$ cat src/rtl/wb_commit_unit_pkg.sv
// Shared core constants and types for the writeback/commit unit.
package wb_commit_unit_pkg;
    localparam int LW_DEF  = 5;
    localparam int PW_DEF  = 6;
    localparam int CW_DEF  = 2;
    localparam int RNW_DEF = 2;
    localparam int CNT_W   = 32;

    typedef struct packed {
        logic srat_1en;
        logic arfen;
        logic write;
        logic br_right_en;
        logic raddren;
    } slot_en_t;
endpackage

$ cat src/rtl/wb_slot_enable.sv
// Combinational commit enables for one slot of the commit group.
module wb_slot_enable
    import wb_commit_unit_pkg::*;
#(
    parameter int CW   = CW_DEF,
    parameter int RNW  = RNW_DEF,
    parameter int LW   = LW_DEF,
    parameter int PW   = PW_DEF,
    parameter int SLOT = 0
) (
    input  logic [CW-1:0]     ev,
    input  logic [CW-1:0]     rd_en,
    input  logic [CW*LW-1:0]  rd_l,
    input  logic              memwen,
    input  logic              btype,
    input  logic              pre_right,
    input  logic              real_dir,
    input  logic [PW-1:0]     rd_p,
    input  logic [PW-1:0]     rd_ps,
    input  logic [RNW-1:0]    rn_rd_en,
    input  logic [RNW*LW-1:0] rn_rd_l,
    output slot_en_t          en
);
    logic [LW-1:0] my_l;
    logic          rn_hit;
    logic          young_hit;

    always_comb begin
        en        = '0;
        my_l      = rd_l[SLOT*LW +: LW];
        rn_hit    = 1'b0;
        young_hit = 1'b0;
        for (int r = 0; r < RNW; r++) begin
            if (rn_rd_en[r] && (rn_rd_l[r*LW +: LW] == my_l)) rn_hit = 1'b1;
        end
        // A younger committing writer of the same register owns the final mapping.
        for (int j = 0; j < CW; j++) begin
            if ((j > SLOT) && ev[j] && rd_en[j] && (rd_l[j*LW +: LW] == my_l)) young_hit = 1'b1;
        end
        en.arfen       = ev[SLOT] & rd_en[SLOT];
        en.write       = ev[SLOT] & memwen;
        en.br_right_en = ev[SLOT] & btype & ~pre_right;
        en.raddren     = ev[SLOT] & btype & real_dir;
        en.srat_1en    = en.arfen & (rd_ps == rd_p) & ~rn_hit & ~young_hit;
    end
endmodule

$ cat src/rtl/wb_commit_unit.sv
// Commit-group register: squash masking, per-slot enables, handshake, flush and commit counter.
module wb_commit_unit
    import wb_commit_unit_pkg::*;
#(
    parameter int CW  = CW_DEF,
    parameter int RNW = RNW_DEF,
    parameter int LW  = LW_DEF,
    parameter int PW  = PW_DEF
) (
    input  logic              clk,
    input  logic              rst,
    input  logic [CW-1:0]     in_valid,
    input  logic [CW-1:0]     in_rd_en,
    input  logic [CW*LW-1:0]  in_rd_l,
    input  logic [CW*PW-1:0]  in_rd_p,
    input  logic [CW*PW-1:0]  in_rd_ps,
    input  logic [CW-1:0]     in_memwen,
    input  logic [CW-1:0]     in_btype,
    input  logic [CW-1:0]     in_pre_right,
    input  logic [CW-1:0]     in_real_dir,
    input  logic [RNW-1:0]    rn_rd_en,
    input  logic [RNW*LW-1:0] rn_rd_l,
    output logic              in_ready,
    output logic              out_valid,
    input  logic              out_ready,
    output logic [CW-1:0]     srat_1en,
    output logic [CW-1:0]     arfen,
    output logic [CW-1:0]     write,
    output logic [CW-1:0]     br_right_en,
    output logic [CW-1:0]     raddren,
    output logic [CW*LW-1:0]  out_rd_l,
    output logic [CW*PW-1:0]  out_rd_p,
    output logic              flush,
    output logic [CNT_W-1:0]  commit_cnt
);
    logic [CW-1:0]    mp;
    logic [CW-1:0]    ev;
    slot_en_t         en_c [CW];
    logic [CW-1:0]    srat_c, arf_c, wr_c, br_c, ra_c;
    logic             accept;
    logic [CW-1:0]    ev_q;
    logic [CNT_W-1:0] cnt_q;

    assign in_ready   = (~out_valid | out_ready) & ~flush;
    assign accept     = (|in_valid) & in_ready;
    assign commit_cnt = cnt_q;

    // Any older mispredict kills the slot.
    always_comb begin
        mp = in_valid & in_btype & ~in_pre_right;
        ev = '0;
        for (int k = 0; k < CW; k++) begin
            ev[k] = in_valid[k];
            for (int m = 0; m < k; m++) begin
                if (mp[m]) ev[k] = 1'b0;
            end
        end
    end

    for (genvar g = 0; g < CW; g++) begin : g_slot
        wb_slot_enable #(
            .CW(CW), .RNW(RNW), .LW(LW), .PW(PW), .SLOT(g)
        ) u_slot_enable (
            .ev        (ev),
            .rd_en     (in_rd_en),
            .rd_l      (in_rd_l),
            .memwen    (in_memwen[g]),
            .btype     (in_btype[g]),
            .pre_right (in_pre_right[g]),
            .real_dir  (in_real_dir[g]),
            .rd_p      (in_rd_p[g*PW +: PW]),
            .rd_ps     (in_rd_ps[g*PW +: PW]),
            .rn_rd_en  (rn_rd_en),
            .rn_rd_l   (rn_rd_l),
            .en        (en_c[g])
        );
    end

    always_comb begin
        srat_c = '0;
        arf_c  = '0;
        wr_c   = '0;
        br_c   = '0;
        ra_c   = '0;
        for (int i = 0; i < CW; i++) begin
            srat_c[i] = en_c[i].srat_1en;
            arf_c[i]  = en_c[i].arfen;
            wr_c[i]   = en_c[i].write;
            br_c[i]   = en_c[i].br_right_en;
            ra_c[i]   = en_c[i].raddren;
        end
    end

    always_ff @(posedge clk) begin
        if (rst) begin
            out_valid   <= 1'b0;
            flush       <= 1'b0;
            ev_q        <= '0;
            srat_1en    <= '0;
            arfen       <= '0;
            write       <= '0;
            br_right_en <= '0;
            raddren     <= '0;
            out_rd_l    <= '0;
            out_rd_p    <= '0;
            cnt_q       <= '0;
        end else begin
            flush <= accept & (|mp);
            if (accept) begin
                out_valid   <= 1'b1;
                ev_q        <= ev;
                srat_1en    <= srat_c;
                arfen       <= arf_c;
                write       <= wr_c;
                br_right_en <= br_c;
                raddren     <= ra_c;
                out_rd_l    <= in_rd_l;
                out_rd_p    <= in_rd_p;
            end else if (out_ready) begin
                out_valid <= 1'b0;
            end
            if (out_valid && out_ready) cnt_q <= cnt_q + CNT_W'($countones(ev_q));
        end
    end
endmodule

$ cat config.mk
export PLATFORM = sky130hd
export DESIGN_NAME = wb_commit_unit
export DESIGN_NICKNAME = d
export VERILOG_FILES = /design/src/rtl/wb_commit_unit_pkg.sv /design/src/rtl/wb_slot_enable.sv /design/src/rtl/wb_commit_unit.sv
export SDC_FILE = /design/constraint.sdc
export NUM_CORES = 1
export LEC_CHECK = 0
export ABC_AREA = 1
export CORE_MARGIN = 4
export CORE_UTILIZATION = 50
export DETAILED_ROUTE_END_ITERATION = 12
export DONT_BUFFER_PORTS = 1
export GPL_ROUTABILITY_DRIVEN = 0
export PLACE_DENSITY = 0.62
export SYNTH_ARGS = -nofsm -noshare
export SYNTH_HDL_FRONTEND = slang
export SYNTH_SLANG_ARGS = --single-unit
$ cat constraint.sdc
create_clock -name clk -period 2.7 [get_ports clk]
set_clock_uncertainty 0.1 [all_clocks]
set_input_delay 0.135 -clock clk [delete_from_list [all_inputs] [get_ports clk]]
set_output_delay 0.135 -clock clk [all_outputs]
set_load 0.01 [all_outputs]
==> impl_metrics.yaml <==
logic_synthesis:
  syn_nets: 617
  syn_avg_cell_area_sq_um: 6.63
  ys_types: 40
  yosys-mux-area-fraction: 0
  synthAdderAreaFrac: 0.00886
  synth_xor_area_frac: 0.0334
  synth_top_area_cell: "dfxtp_1"
  synth.top_cell.area_share: 0.371
  synth_compound_area_frac: 0.123
  ys_seq_area_frac: 0.371
  ys_warn_count: 0
  synth-simple-area-share: 0.365
  synth_top_family_by_area: "simple AND/OR/NAND/NOR gates"
  syn_area_sq_mm: 0.00367
  syn_inst: 554
  yosys-top-cells-area: "dfxtp_1, nand2_1, inv_1"
  ys_seq_elements: 68
routing:
  num_vias: 3580
  firstDrtPassIters: 4
  drc: 0
  vias_per_cell: 5.13
  routed_wl_mm: 10.1
  wire_per_inst_um: 14.5
  postRouteAntennaNets: 0
  drt_iter0_drc: 100
timing:
  holdWs_ps: 28.3
  setup_ws_ps: 369
  fin_crit_sh: 0.863
  finalHoldViolCount: 0
  slew_headroom: 0.628
  worst_slew_pin_slew_ps: 557
  drv_slew: 0
  period_needed_ps: 2330
  rsz0062_at_grt: "no"
  finalSetupViolCount: 0
  tns_ps: 0
  max_freq_ghz: 0.429
floorplan:
  fp.dieArea_sq_mm: 0.00878
  die_w_um: 93.7
  fp.coreArea_sq_mm: 0.00698
  pin_count: 128
  start_util: 0.526
  die_h_um: 93.7
  rows: 30
critical_path:
  reg2reg_from: "out_valid"
  cp_slowest_stage_delay_ps: 590
  path_class: "reg2reg"
  required_ps: 2890
  crit_chain: "nand2_1 > nand2_1 > inv_2 > o21ai_4 > buf_4 > nand2_1 > a21oi_1 > dlygate4sd3_1"
  r2r_cells: 8
  cp_num_buf_inv: 3
  cp-start-kind: "flop"
  cpLargestDelayFamily: "buffers and inverters"
  crit_top_cell: "nand2_1"
  critPathSlowestCell: "dlygate4sd3_1"
  regToRegEndpoint: "out_rd_p[9]"
  cp_max_fo: 33
  regToRegSetupSlack_ps: 370
  crit_path_end_kind: "flop"
  crit_arrival_ps: 2520
clock_tree:
  cts_tree: "done"
  cts.sinks: 68
  path_clk_slew_ps: 80
  cts_setup_buffers: 0
  root_buffer: "clkbuf_8"
  clock_latency_ps: 350
  htree_levels: 3
  cts_buffers: 9
  clockBufferDepth: 2
worst_hold_path:
  min_to: "br_right_en[0]"
  worstHoldStart: "in_valid[1]"
  hp-class: "in2reg"
  hold_depth: 3
cells_and_area:
  mostFrequentLayoutCell: "nand2_1"
  drive_above_1_share: 0.0864
  fin_area_sq_mm: 0.00445
  fill_cells: 652
  nets: 660
  finalNonFillerCells: 698
  utilization: 0.637
  syn_to_final_growth_pct: 21.1
  diodes: 0
  final_cell_mix: "nand2_1, inv_1, dfxtp_1"
global_route:
  grt_max_degree: 37
  grt_pass1_vias: 3437
  gr-total-overflow: 0
  grt_util_all_layers: 0.236
  antenna_found_initial: 0
  grt_pass1_wl_mm: 16.4
pwr:
  leakage_nw: 1.96
  powerDensity_mw_per_mm2: 555
  power.total_mw: 2.47
  vdd_drop_max_mv: 0.348
run_status:
  status: "complete, no violations"
placed_design:
  dp.final_hpwl_mm: 7.12
  place_inst: 640
  numPortBuffers: 0
  placed_area_sq_mm: 0.00375
  place_ws_ps: 421
run:
  drv_cap: 0
==> where the power goes <==
group          switching, mW  total, mW  internal (mW)
logic                  0.146      0.258          0.112
registers             0.0486       1.09           1.04
clock network          0.415       1.12          0.705
total                  0.610       2.47           1.86
==> area by class of cell <==
type / count / area, sq um / area share
clock buffer: 9 / 124 / 0.0279
multi-input combinational: 392 / 1950 / 0.438
tap: 96 / 120 / 0.0270
clock inverter: 7 / 139 / 0.0312
timing repair buffer: 44 / 445 / 0.100
inverter: 82 / 310 / 0.0698
sequential: 68 / 1360 / 0.306
==> metal layers <==
| layer | wire [um] | track usage | vias up | share of wire |
|---|---|---|---|---|
| met5 | 0 | 0 | - | 0 |
| met4 | 226 | 0.0878 | 0 | 0.022 |
| met3 | 856 | 0.0849 | 17 | 0.084 |
| met2 | 5010 | 0.406 | 124 | 0.49 |
| met1 | 4050 | 0.265 | 1603 | 0.40 |
| li1 | - | - | 1836 | - |
==> Yosys cell counts, drive strengths merged <==
master and count:
nand2 157, inv 82, nor2 70, dfxtp 68, a21oi 43, nand3 40, o21ai 31, nor3 13
xor2 10, nand4 8, buf 6, clkbuf 6, o21a 5, xnor2 4, nand3b 2, a31oi 1
fa 1, ha 1, nor3b 1, nor4 1, o211ai 1, o21bai 1, o31ai 1, or2 1
==> worst max-delay path by stage <==
stage / slack [ps] / endpoint / cells after the start / from
6_report: 370 / out_rd_p[9] / 8 / out_valid
5_1_grt: 120 / commit_cnt[30] / 13 / commit_cnt[0]
4_1_cts: 390 / flush / 10 / out_ready
3_5_place_dp: 420 / commit_cnt[30] / 13 / commit_cnt[0]
3_3_place_gp: 470 / commit_cnt[30] / 13 / commit_cnt[0]
2_1_floorplan: 600 / commit_cnt[30] / 13 / commit_cnt[0]
==> repair_timing <==
item,in CTS,in global routing
endpoints found under the setup margin,0,0
endpoints found under the hold margin,50,0
gates resized for setup,0,0
hold buffers,42,0
==> worst register-to-register path, delay by kind of cell (launching register included) <==
| kind | cells | cell delay (ps) |
|---|---|---|
| buffers and inverters | 3 | 1060 |
| DFF | 1 | 470 |
| and+or+nand+nor | 3 | 360 |
| AOI/OAI and AO/OA | 2 | 280 |
==> state kept, by name (all words and copies together), names as in the netlist <==
name         flops
flush            1
write            2
ev_q             2
raddren          2
srat_1en         2
br_right_en      2
out_valid        1
out_rd_l        10
out_rd_p        12
arfen            2
commit_cnt      32
==> cell families (layout without fill, tap and decap cells) <==
logic type | count (synthesis) | count (layout)
fa+ha+maj | 2 | 2
simple gates | 293 | 293
xor+xnor | 14 | 14
compound gates | 83 | 83
buf+inv | 94 | 142
flops | 68 | 68
No activity file was read; power rests on OpenSTA's default activity.
